File: src/rtl/serial_adder.sv
// Bit-serial adder: a single full-adder cell is reused over WIDTH cycles, LSB first,
// with a start/busy/done handshake and registered sum, carry-out and signed overflow.
module serial_adder #(
   parameter int WIDTH = 8
) (
   input  logic             clk,
   input  logic             rst_n,
   input  logic             start,
   input  logic [WIDTH-1:0] a,
   input  logic [WIDTH-1:0] b,
   input  logic             cin,
   output logic             busy,
   output logic             done,
   output logic [WIDTH-1:0] sum,
   output logic             cout,
   output logic             ovf
);

   localparam int CW = $clog2(WIDTH + 1);

   typedef enum logic [1:0] {
      IDLE = 2'd0,
      RUN  = 2'd1,
      FIN  = 2'd2
   } state_t;

   state_t           state, state_next;
   logic [WIDTH-1:0] a_sh, a_sh_next;
   logic [WIDTH-1:0] b_sh, b_sh_next;
   logic             carry, carry_next;
   logic [CW-1:0]    cnt, cnt_next;
   logic [WIDTH-1:0] sum_next;
   logic             cout_next, ovf_next, busy_next, done_next;

   logic             s_bit, c_bit, last_bit;
   logic [WIDTH-1:0] sum_shift;

   assign s_bit    = a_sh[0] ^ b_sh[0] ^ carry;
   assign c_bit    = (a_sh[0] & b_sh[0]) | (carry & (a_sh[0] ^ b_sh[0]));
   assign last_bit = (cnt == CW'(WIDTH - 1));

   // New bits enter at the MSB so the LSB-first result ends up in place.
   generate
      if (WIDTH == 1) begin : g_one
         assign sum_shift = s_bit;
      end else begin : g_many
         assign sum_shift = {s_bit, sum[WIDTH-1:1]};
      end
   endgenerate

   always_ff @(posedge clk or negedge rst_n) begin
      if (!rst_n) begin
         state <= IDLE;
         a_sh  <= '0;
         b_sh  <= '0;
         carry <= 1'b0;
         cnt   <= '0;
         sum   <= '0;
         cout  <= 1'b0;
         ovf   <= 1'b0;
         busy  <= 1'b0;
         done  <= 1'b0;
      end else begin
         state <= state_next;
         a_sh  <= a_sh_next;
         b_sh  <= b_sh_next;
         carry <= carry_next;
         cnt   <= cnt_next;
         sum   <= sum_next;
         cout  <= cout_next;
         ovf   <= ovf_next;
         busy  <= busy_next;
         done  <= done_next;
      end
   end

   always_comb begin
      state_next = state;
      a_sh_next  = a_sh;
      b_sh_next  = b_sh;
      carry_next = carry;
      cnt_next   = cnt;
      sum_next   = sum;
      cout_next  = cout;
      ovf_next   = ovf;
      busy_next  = busy;
      done_next  = done;

      case (state)
         IDLE, FIN: begin
            state_next = IDLE;
            busy_next  = 1'b0;
            done_next  = 1'b0;
            if (start) begin
               state_next = RUN;
               a_sh_next  = a;
               b_sh_next  = b;
               carry_next = cin;
               cnt_next   = '0;
               sum_next   = '0;
               busy_next  = 1'b1;
            end
         end
         RUN: begin
            sum_next   = sum_shift;
            carry_next = c_bit;
            a_sh_next  = a_sh >> 1;
            b_sh_next  = b_sh >> 1;
            cnt_next   = cnt + CW'(1);
            if (last_bit) begin
               // carry still holds the carry into the MSB on this edge
               cout_next  = c_bit;
               ovf_next   = carry ^ c_bit;
               state_next = FIN;
               busy_next  = 1'b0;
               done_next  = 1'b1;
            end
         end
         default: begin
            state_next = IDLE;
            busy_next  = 1'b0;
            done_next  = 1'b0;
         end
      endcase
   end

endmodule

File: config.mk
export PLATFORM = sky130hd
export DESIGN_NAME = serial_adder
export DESIGN_NICKNAME = d
export VERILOG_FILES = /design/src/rtl/serial_adder.sv
export SDC_FILE = /design/constraint.sdc
export NUM_CORES = 1
export LEC_CHECK = 0
export CAP_MARGIN = 10
export CORE_ASPECT_RATIO = 0.8
export CORE_UTILIZATION = 30
export CTS_BUF_LIST = sky130_fd_sc_hd__clkbuf_8
export CTS_CLUSTER_SIZE = 12
export DETAILED_ROUTE_END_ITERATION = 6
export HOLD_SLACK_MARGIN = 0.15
export PLACE_DENSITY = 0.59
export SETUP_SLACK_MARGIN = 0.2
export SLEW_MARGIN = 20
export SYNTH_ARGS = -nofsm -noshare
export SYNTH_HDL_FRONTEND = slang
export SYNTH_SLANG_ARGS = --single-unit
File: constraint.sdc
create_clock -name clk -period 3.9 [get_ports clk]
set_input_delay 0.39 -clock clk [delete_from_list [all_inputs] [get_ports clk]]
set_output_delay 0.39 -clock clk [all_outputs]
set_load 0.03 [all_outputs]
==> metrics.cfg <==
[cts]
cts.clk_slew.worst_paths_ps=70
clkLatencyLatePin_ps=280
cts_buffer_depth=2
cts_setup_buffers=0
holdBufCountCts=0
numCtsBuffers=5
htreeDepth=2
cts_tree=built
cts-resized-gates=0
cts.sinks=33
root_buffer=clkbuf_8

[worst_setup_path]
crit_path_end_kind=flip-flop
crit_type=reg2reg
arrival_ps=2020
path_max_fanout=28
rr_startpoint=state[1]$_DFFE_PN0P_
worst_setup_path_start_kind=flip-flop
worstPathRequired_ps=4070
cp-startpoint=state[1]$_DFFE_PN0P_

[yosys]
synth_cell_types=26
ys_seq_area_share_pct=57.6
yosysMostFrequentCell=dfrtp_1
ys_top_cells_by_area=dfrtp_1, a22o_1, a22oi_1, nand3_1, nand2_1
synth_area_mm2=0.00143
async_reset_ff_share_pct=100
syn_area_per_cell_um2=11.9
synth_seq_cells=33
synth_edf_count=0
yosysTopAreaCell=dfrtp_1
syn_nets=143
synth.cells.most_frequent=dfrtp_1, nand2_1, nand3_1
synthFlopType=dfrtp_1
postSynthCellCount=121
ys_warn_count=0
synth_top_area_share_pct=57.6

[placed_design]
hpwl_um=1990
placed_area_mm2=0.00176
dp_cells=204
numPortBuffers=31
gp_congestion=0.688

[global_route]
met2_usage_pct=20.3
met1_usage_pct=18.8
grt_max_degree=34
grt_use_total_pct=13.8
grt_antenna_before_repair=0
busiest_layer=met2
grtUsageMet3_pct=3.57
grt_first_pass_wirelength_um=5150
grt_pass1_vias=1080
gr-total-overflow=0

[layout]
areaGrowthSynthToFinish_pct=30.9
fin_area_mm2=0.00188
drive_gt1_share_pct=7.89
final_nets=173
stdcell_count=212
nFillCells=449
diodes=0

[detailed_routing]
drc_errors=0
drt-initial-drc-count=98
ant_nets=0
num_vias=1064
wl_um=3070
dr.pass1.iters=4
avgRoutedWirePerCell_um=14.5
vias_per_cell=5.02

[pwr]
vdd_drop_max_uv=337
power_per_cell_area_mw_per_mm2=840
power_leakage_nw=0.837
p_total_mw=1.58

[timing]
clock.fmax_ghz=0.541
rsz0062_at_grt=no
fin_hold_ws_ps=499
hold_viol_final=0
fin_crit_sh_pct=47.4
setup-violations-final=0
post-route-min-period_ps=1850
relSlewSlack_pct=36.3
drv_slew=0
tightest_slew_ps=956
finalClockSkew_ps=4.86
setup_tns_ps=0

[floorplanning]
start_util_pct=31.2
die_x_um=79.3
core_area_mm2=0.00460
rows=22
io_pins=32
dieArea_mm2=0.00506
die-height_um=63.8

[worst_hold_path]
hold_path_class=reg2reg
holdCritStartpoint=b_sh[3]$_DFFE_PN0P_

[status]
status=complete, no violations

[job]
drv_cap=0

-- cell type report --
type                    instances  area, µm²  area share, %
multi-input cells              75        527           28.1
well taps                      60       75.1           4.00
clock buffers                   6       82.6           4.40
flip-flops and latches         33        826           44.0
inverters                       4       15.0          0.800
clock inverters                 2       33.8           1.80
repair buffers                 32        318           16.9
-- layer usage --
layer | wire length, µm | vias up
met3 | 154 | 5
met4 | 53 | 0
li1 | - | 497
met5 | 0 | -
met1 | 1490 | 525
met2 | 1370 | 37
-- sequential cells by signal, summed over array words and instances, names as in the netlist --
name and count:
ovf 1, a_sh 8, state 1, cout 1, b_sh 8, sum 8, cnt 4, busy 1
carry 1
-- final timing paths --
| path | cells past startpoint | slack [ps] | end |
|---|---|---|---|
| max | 3 | 2050 | carry$_DFFE_PN0P_ |
| min | 2 | 500 | b_sh[3]$_DFFE_PN0P_ |
| max reg2reg | 3 | 2050 | carry$_DFFE_PN0P_ |
| min reg2reg | 2 | 500 | b_sh[3]$_DFFE_PN0P_ |
| max in group asynchronous | 2 | 3080 | busy$_DFFE_PN0P_ |
| min in group asynchronous | 2 | 510 | cout$_DFFE_PN0P_ |
-- cell families after synthesis --
logic type      synth area share [%]
compound gates                  16.4
xor+xnor                       0.611
fa+ha+maj                       2.27
buf+inv                         5.67
flops                           57.6
mux                             3.14
simple gates                    14.3
-- stage by stage --
stage | setup WS (ps) | utilization [%]
final | 2050 | 40.8
after global routing | 1890 | 40.8
after CTS | 2030 | 40.8
after detailed placement | 2040 | 38.3
after global placement | 2110 | 38.3
after floorplan | 2450 | -
-- power by group --
group          internal, mW  switching (mW)
Combinational         0.289           0.369
Clock                 0.206           0.126
Sequential            0.489          0.0973
-- critical path, cell delays in order (launching register included) --
cell	delay, ps
dfrtp_1	380
and2b_1	830
nor2_4	190
a221o_1	340
-- placed cells by master (no fill, tap or decap), drive strengths merged, types with 2 or more instances in the layout --
cell           instances
a221o                  3
a22o                  11
a22oi                 12
and2b                  2
clkbuf                 6
clkdlybuf4s50         31
dfrtp                 33
inv                    5
mux2i                  3
nand2                 15
nand2b                 2
nand3                 13
nor2                   2
nor3                   3
o21ai                  2
Note: power is estimated with default switching activity, not from simulation.
